--- src/rtl/lamp_pkg.sv ---
// Shared widths, default parameter values and direction encoding for the lamp block.
// Optional breathing LED is enabled with the LAMP_BREATH_EN macro.
package lamp_pkg;

  localparam int DUTY_W = 8;
  localparam int PWM_W  = 8;

  localparam int DEF_FREQ     = 12_000_000;
  localparam int DEF_BLINK_MS = 250;
  localparam int DEF_STEP_MS  = 4;

  typedef enum logic {
    DIR_UP   = 1'b0,
    DIR_DOWN = 1'b1
  } dir_t;

  // Counter width able to hold 0..n-1, never narrower than one bit.
  function automatic int cnt_width(input int n);
    return (n <= 2) ? 1 : $clog2(n);
  endfunction

endpackage

--- src/rtl/lamp_tick.sv ---
// Millisecond prescaler: tick is high for the one cycle in which the
// prescaler sits at its terminal count c_freq/1000-1.
module lamp_tick
  import lamp_pkg::*;
#(
  parameter int c_freq = DEF_FREQ
) (
  input  logic i_clk,
  input  logic i_rst,
  output logic tick
);

  localparam int DIV = c_freq / 1000;
  localparam int W   = cnt_width(DIV);
  localparam logic [W-1:0] LAST = W'(DIV - 1);

  logic [W-1:0] presc_reg;

  always_ff @(posedge i_clk) begin
    if (i_rst) begin
      presc_reg <= '0;
    end else if (presc_reg == LAST) begin
      presc_reg <= '0;
    end else begin
      presc_reg <= presc_reg + 1'b1;
    end
  end

  assign tick = (presc_reg == LAST);

endmodule

--- src/rtl/lamp.sv ---
// Status lamp: o_led1 blinks at c_blink_ms half-period; o_led2 breathes via PWM when
// LAMP_BREATH_EN is defined, otherwise it is the complement of o_led1 one cycle late.
module lamp
  import lamp_pkg::*;
#(
  parameter int c_freq     = DEF_FREQ,
  parameter int c_blink_ms = DEF_BLINK_MS,
  parameter int c_step_ms  = DEF_STEP_MS
) (
  input  logic i_clk,
  input  logic i_rst,
  output logic o_led1,
  output logic o_led2
);

  if (c_freq < 1000 || (c_freq % 1000) != 0) begin : g_bad_freq
    $error("lamp: c_freq must be a multiple of 1000 and at least 1000");
  end
  if (c_blink_ms < 1 || c_blink_ms > 65535) begin : g_bad_blink
    $error("lamp: c_blink_ms out of range 1..65535");
  end
  if (c_step_ms < 1 || c_step_ms > 255) begin : g_bad_step
    $error("lamp: c_step_ms out of range 1..255");
  end
  if (DUTY_W != PWM_W) begin : g_bad_width
    $error("lamp: duty and PWM counter widths must match for the compare");
  end

  localparam logic [15:0] BLINK_LAST = 16'(c_blink_ms - 1);

  logic        tick;
  logic [15:0] blink_reg;
  logic        led1_reg;
  logic        led2_reg;

  lamp_tick #(
    .c_freq(c_freq)
  ) u_tick (
    .i_clk(i_clk),
    .i_rst(i_rst),
    .tick (tick)
  );

  always_ff @(posedge i_clk) begin
    if (i_rst) begin
      blink_reg <= '0;
      led1_reg  <= 1'b0;
    end else if (tick) begin
      if (blink_reg == BLINK_LAST) begin
        blink_reg <= '0;
        led1_reg  <= ~led1_reg;
      end else begin
        blink_reg <= blink_reg + 1'b1;
      end
    end
  end

`ifdef LAMP_BREATH_EN
  localparam logic [7:0]        STEP_LAST = 8'(c_step_ms - 1);
  localparam logic [DUTY_W-1:0] DUTY_MAX  = '1;

  logic [7:0]        step_reg;
  logic [DUTY_W-1:0] duty_reg, duty_next;
  dir_t              dir_reg, dir_next;
  logic [PWM_W-1:0]  pwm_reg;
  logic              step_stb;

  assign step_stb = tick && (step_reg == STEP_LAST);

  always_ff @(posedge i_clk) begin
    if (i_rst) begin
      step_reg <= '0;
      duty_reg <= '0;
      dir_reg  <= DIR_UP;
      pwm_reg  <= '0;
      led2_reg <= 1'b0;
    end else begin
      if (tick) begin
        step_reg <= step_stb ? '0 : step_reg + 1'b1;
      end
      duty_reg <= duty_next;
      dir_reg  <= dir_next;
      pwm_reg  <= pwm_reg + 1'b1;
      // Compare uses the live duty so a step lands mid PWM period.
      led2_reg <= (pwm_reg < duty_reg);
    end
  end

  // Direction flips on the step that reaches an end, so duty never wraps.
  always_comb begin
    duty_next = duty_reg;
    dir_next  = dir_reg;
    if (step_stb) begin
      case (dir_reg)
        DIR_UP: begin
          duty_next = duty_reg + 1'b1;
          if (duty_next == DUTY_MAX) dir_next = DIR_DOWN;
        end
        default: begin
          duty_next = duty_reg - 1'b1;
          if (duty_next == '0) dir_next = DIR_UP;
        end
      endcase
    end
  end
`else
  always_ff @(posedge i_clk) begin
    if (i_rst) begin
      led2_reg <= 1'b0;
    end else begin
      led2_reg <= ~led1_reg;
    end
  end
`endif

  assign o_led1 = led1_reg;
  assign o_led2 = led2_reg;

endmodule

--- config.mk ---
export PLATFORM = sky130hd
export DESIGN_NAME = lamp
export DESIGN_NICKNAME = d
export VERILOG_FILES = /design/src/rtl/lamp_pkg.sv /design/src/rtl/lamp_tick.sv /design/src/rtl/lamp.sv
export SDC_FILE = /design/constraint.sdc
export NUM_CORES = 1
export LEC_CHECK = 0
export CORE_MARGIN = 2
export CORE_UTILIZATION = 57
export CTS_BUF_LIST = sky130_fd_sc_hd__clkbuf_4
export CTS_CLUSTER_DIAMETER = 100
export DETAILED_ROUTE_END_ITERATION = 10
export GPL_ROUTABILITY_DRIVEN = 0
export PLACE_DENSITY = 0.86
export RECOVER_POWER = 100
export SLEW_MARGIN = 20
export SYNTH_ARGS = -nofsm -noshare
export SYNTH_HDL_FRONTEND = slang
export SYNTH_HIERARCHICAL = 1
export SYNTH_SLANG_ARGS = --single-unit
--- constraint.sdc ---
create_clock -name i_clk -period 5.6 [get_ports i_clk]
set_input_delay 1.12 -clock i_clk [delete_from_list [all_inputs] [get_ports i_clk]]
set_output_delay 1.12 -clock i_clk [all_outputs]
set_load 0.05 [all_outputs]
==> flow_summary.json, run 1 <==
{
  "worst_slack_ps": 2770,
  "dr.pass1.iters": 4,
  "via_count": 1098,
  "syn-num-nets": 166,
  "slew_violations": 13,
  "synth-compound-area-share_pct": 1.30,
  "ys_ff_latch": 32,
  "yosys.area_share.simple_pct": 35.0,
  "cp.required_ps": 5770,
  "cts_resized": 0,
  "viasPerCell": 5.57,
  "synthTopCellsByArea": "dfxtp_1, xnor2_1, nor2_1",
  "critical-path-top-delay-family": "simple AND/OR/NAND/NOR gates",
  "synthMuxAreaShare_pct": 0,
  "fin_crit_sh_pct": 50.5,
  "layout.nets": 171,
  "clk_pin_slew_worst_paths_ps": 90,
  "ys_warn_count": 6,
  "cp-start-kind": "primary input",
  "path_cells": "dlygate4sd3_1 -> or2_0 -> nor2_1",
  "cp_slowest_stage_delay_ps": 1140,
  "skew_ps": 13.6,
  "synth_top_family_by_area": "simple AND/OR/NAND/NOR gates",
  "largest_reg_flops": 16,
  "ios": 4,
  "first_iter_violations": 46,
  "n_fill_cell": 198,
  "ys_seq_area_share_pct": 41.6,
  "setup_tns_ps": 0,
  "cts-htree-levels": 2,
  "syn_inst": 161,
  "tightest_slew_ps": 1500,
  "wire_per_inst_um": 13.0,
  "cts.sinks": 32,
  "numCtsBuffers": 5,
  "hold_class": "flop to flop",
  "syn_avg_cell_area_um2": 9.57,
  "cts_setup_buffers": 0,
  "crit_path_end_kind": "flop",
  "reg2reg_from": "u_tick/presc_reg[0]",
  "crit_arrival_ps": 3000,
  "setup_viol": 0,
  "cts_tree": "done",
  "grt_pass1_vias": 1040,
  "crit_slowest_cell": "or2_0",
  "io_buffers": 3,
  "rows": 18,
  "synth_common_cells": "dfxtp_1, nor2_1, xnor2_1",
  "ant_nets": 0,
  "dieArea_um2": 3130,
  "rsz0062_at_grt": "false",
  "synth_top_area_share_pct": 41.6,
  "synthArstFlopShare_pct": 0,
  "finalCriticalPeriod_ps": 2830,
  "crit_buf_inv": 1,
  "dp_worst_setup_slack_ps": 3080,
  "max_slew_margin_pct": -0.0394,
  "initial_core_util_pct": 61.1,
  "post-dp-hpwl_um": 1890,
  "grt_usage_pct": 18.7,
  "status": "complete, but fails checks",
  "yosys.area.top_type": "dfxtp_1",
  "clock_latency_ps": 330,
  "critPathKind": "primary input to flop",
  "coreArea_um2": 2520,
  "die_w_um": 56.0,
  "drive_gt1_share_pct": 13.8,
  "cts_hold_buf": 0,
  "cts_root_buf": "clkbuf_4",
  "netlist-cell-type-count": 35,
  "p_per_area_nw_per_um2": 233,
  "worstHoldStart": "o_led1",
  "antenna_found_initial": 0,
  "max_cap_violations": 1,
  "synthFlopType": "dfxtp_1",
  "synth_fa_ha_area_share_pct": 2.44,
  "crit_start": "i_rst",
  "drt-total-wl_um": 2570,
  "overflow": 0,
  "grt_pass1_wl_um": 4580,
  "leakage_nw": 0.514,
  "clk_path_buf_depth": 2,
  "drc": 0,
  "yosysMostFrequentCell": "dfxtp_1",
  "violations": "max-capacitance violations, max-slew violations",
  "netlist_area_um2": 1540,
  "power_mw": 0.374,
  "synth_edf_count": 0,
  "die_y_um": 56.0,
  "ir_worst_vdd_mv": 0.182,
  "grt_start_max_net_pins": 17,
  "syn_to_final_growth_pct": 4.22,
  "cp_max_fo": 12,
  "max_freq_mhz": 354,
  "hold_viol": 0,
  "synth_xor_area_share_pct": 15.4,
  "diodes": 0
}
-- path summary, 6_finish.rpt --
check	to	slack, ps	cells past startpoint
worst min-delay path	o_led2	470	1
worst max register to register	u_tick/presc_reg[13]	2780	5
worst min register to register	o_led2	470	1
worst max-delay path	u_tick/presc_reg[13]	2770	3
-- through the flow --
| stage | hold WS, ps | cells | cell area [µm²] | util, % |
|---|---|---|---|---|
| 2_1_floorplan | 447 | 161 | 1540 | - |
| 3_3_place_gp | 438 | 189 | 1560 | 61.9 |
| 3_5_place_dp | 463 | 189 | 1560 | 61.9 |
| 4_1_cts | 483 | 197 | 1620 | 64.1 |
| 5_1_grt | 486 | 197 | 1610 | 63.6 |
| 6_report | 475 | 197 | 1610 | 63.6 |
-- cell usage in the layout, fill, tap and decap left out --
cell type,instances
and4bb_2,1
xnor2_1,17
xor2_1,10
or2_0,1
dlygate4sd3_1,3
o31ai_1,1
a21oi_1,1
ha_1,3
nand3_2,1
and4b_1,1
nand4_2,1
nor2_4,8
nand4_1,7
nor2_1,24
inv_1,5
clkbuf_4,7
nor2_2,2
nand4b_1,1
nor4_2,2
nor4b_1,1
nand2b_1,1
and4_1,1
nand2_1,10
dfxtp_1,32
clkinv_1,1
nor4b_2,1
and3_1,3
or4_1,2
nor4_1,5
a211oi_1,1
nor3_1,5
nand3_1,8
-- where the power goes --
| part | switching [mW] | total, mW | internal (mW) |
|---|---|---|---|
| clock network | 0.0720 | 0.130 | 0.0579 |
| logic | 0.00854 | 0.0120 | 0.00345 |
| registers | 0.00221 | 0.232 | 0.230 |
-- logic make-up after synthesis --
family / after synthesis
adders and majority gates: 3
AOI/OAI and AO/OA: 3
buffers and inverters: 10
xor gates and xnor gates: 27
and+or+nand+nor: 86
DFF: 32
-- layer usage --
layer / track usage (%) / wire (µm) / up-vias
met5: 0 / 0 / -
met4: 9.18 / 56 / 0
met3: 6.28 / 119 / 7
met2: 28.9 / 1180 / 20
met1: 23.3 / 1210 / 510
li1: - / - / 561
-- cell type report --
cell class / instances / area (µm²) / area share (%)
Multi-Input combinational cell: 119 / 822 / 51.2
Sequential cell: 32 / 641 / 39.9
Clock buffer: 7 / 52.6 / 3.27
Tap cell: 30 / 37.5 / 2.34
Timing Repair Buffer: 3 / 30.0 / 1.87
Inverter: 5 / 18.8 / 1.17
Clock inverter: 1 / 3.75 / 0.234
Note: power is estimated with default switching activity, not from simulation.
==> inputs of run 2 (changes only) <==
--- a/config.mk
+++ b/config.mk
@@ -11,7 +11,7 @@
 export CTS_CLUSTER_DIAMETER = 100
 export DETAILED_ROUTE_END_ITERATION = 10
 export GPL_ROUTABILITY_DRIVEN = 0
-export PLACE_DENSITY = 0.86
+export PLACE_DENSITY = 0.89
 export RECOVER_POWER = 100
 export SLEW_MARGIN = 20
 export SYNTH_ARGS = -nofsm -noshare
==> constraint.sdc (replaced) <==
create_clock -name i_clk -period 2.4 [get_ports i_clk]
set_input_delay 0.48 -clock i_clk [delete_from_list [all_inputs] [get_ports i_clk]]
set_output_delay 0.48 -clock i_clk [all_outputs]
set_load 0.05 [all_outputs]
==> flow_summary.json, run 2 (synthesized netlist as in run 1, its figures left out) <==
{
  "status": "complete, no violations",
  "crit_slowest_cell": "or4_1",
  "clk_path_buf_depth": 2,
  "rsz0062_at_grt": "false",
  "ios": 4,
  "crit_path_end_kind": "flop",
  "grt_usage_pct": 20.2,
  "layout.nets": 176,
  "io_buffers": 3,
  "clock_latency_ps": 330,
  "slew_violations": 0,
  "max_cap_violations": 0,
  "setup_tns_ps": 0,
  "crit_arrival_ps": 2580,
  "clk_pin_slew_worst_paths_ps": 100,
  "critPathKind": "flop to flop",
  "layout_commonest_cell": "dfxtp_1",
  "cp-start-kind": "flop",
  "largest_reg_flops": 16,
  "drive_gt1_share_pct": 20.3,
  "p_clk_share_pct": 40.8,
  "dieArea_um2": 3130,
  "cp_slowest_stage_delay_ps": 550,
  "combPwrFrac_pct": 3.5,
  "final_cell_mix": "dfxtp_1, nor2_1, xnor2_1",
  "power.switching_mw": 0.213,
  "wire_per_inst_um": 13.4,
  "diodes": 0,
  "grt_start_max_net_pins": 17,
  "dr.pass1.iters": 5,
  "cts_root_buf": "clkbuf_4",
  "initial_core_util_pct": 61.1,
  "drt-total-wl_um": 2700,
  "overflow": 0,
  "cts_tree": "done",
  "leakage_nw": 0.546,
  "coreArea_um2": 2520,
  "seq_power_share_pct": 55.7,
  "tightest_slew_ps": 944,
  "fin_area_um2": 1690,
  "hold_viol": 0,
  "grt_pass1_vias": 1120,
  "grt_pass1_wl_um": 4930,
  "post-dp-hpwl_um": 1850,
  "ir_worst_vdd_mv": 0.495,
  "drc": 0,
  "first_iter_violations": 35,
  "setup_viol": 0,
  "ant_nets": 0,
  "die_w_um": 56.0,
  "via_count": 1114,
  "die_y_um": 56.0,
  "antenna_found_initial": 0,
  "hold_class": "flop to flop",
  "max_slew_margin_pct": 37.1,
  "cp_max_fo": 5,
  "cts.sinks": 32,
  "syn_to_final_growth_pct": 9.75,
  "cts-htree-levels": 2,
  "path_cells": "ha_4 -> and4_4 -> and4b_4 -> nand2_2 -> or4_1 -> or4_4 -> a21oi_2",
  "skew_ps": 6.23,
  "fin_crit_sh_pct": 96.4,
  "max_freq_mhz": 432,
  "n_fill_cell": 197,
  "place_area_um2": 1610,
  "cp.required_ps": 2670,
  "finalCriticalPeriod_ps": 2310,
  "numCtsBuffers": 5,
  "rows": 18,
  "viasPerCell": 5.51,
  "p_int_mw": 0.761,
  "swShare_pct": 21.9,
  "p_per_area_nw_per_um2": 576
}
==> run 2: cell types whose count changed in the layout (fill, tap and decap cells not counted), moves of 2 or more <==
cell      delta
buf_4        +4
dfxtp_2      +2
dfxtp_1      -2
clkbuf_4     -2
==> run 2: per-layer routing <==
layer / track usage [%] / wire (µm) / vias up
met2: 32.9 / 1370 / 18
li1: - / - / 573
met5: 0 / 0 / -
met4: 8.84 / 49 / 0
met3: 7.91 / 93 / 6
met1: 23.3 / 1200 / 517
==> run 2: cell type report <==
cell class | instances | area [µm²] | share of cell area, %
flip-flops and latches | 32 | 643 | 38.0
repair buffers | 8 | 65.1 | 3.85
clock buffers | 5 | 37.5 | 2.22
inverters | 5 | 18.8 | 1.11
well taps | 30 | 37.5 | 2.22
multi-input cells | 119 | 851 | 50.3
clock inverters | 3 | 37.5 | 2.22
==> run 2: worst paths after layout <==
path,from,end,slack (ps),depth (start not counted)
hold / removal,o_led1,o_led2,490,1
hold reg to reg,o_led1,o_led2,490,1
setup / recovery,u_tick/presc_reg[1],blink_reg[15],90,7
setup reg to reg,u_tick/presc_reg[1],blink_reg[15],90,7
==> run 2: worst max-delay path: cells and delay by family (launching register included) <==
kind / cells / cell delay, ps
AOI/OAI and AO/OA: 1 / 150
adders and majority gates: 1 / 160
DFF: 1 / 380
and+or+nand+nor: 5 / 1560
==> run 2: timing repair <==
item,in CTS,in global routing
resized for setup,0,5
endpoints found under the hold margin,0,0
endpoints found under the setup margin,0,1
setup buffers,0,0
hold buffers,0,0
==> run 2: stage by stage <==
stage	hold slack, ps	setup WS (ps)	power, mW	util [%]	instances
4_1_cts	484	46.7	0.981	66.9	202
3_5_place_dp	467	58.0	0.590	63.9	194
3_3_place_gp	459	148	0.588	63.9	194
6_report	487	87.2	0.973	67.0	202
2_1_floorplan	447	1.12	0.580	-	161
5_1_grt	516	2.42	1.01	67.0	202
==> run 2: power groups by stage <==
stage	clock (mW)	combinational (mW)	sequential (mW)
after global routing	0.426	0.0371	0.543
after detailed placement	0	0.0373	0.553
after CTS	0.403	0.0376	0.540
after floorplan	0	0.0242	0.556
final	0.397	0.0340	0.543
after global placement	0	0.0361	0.552
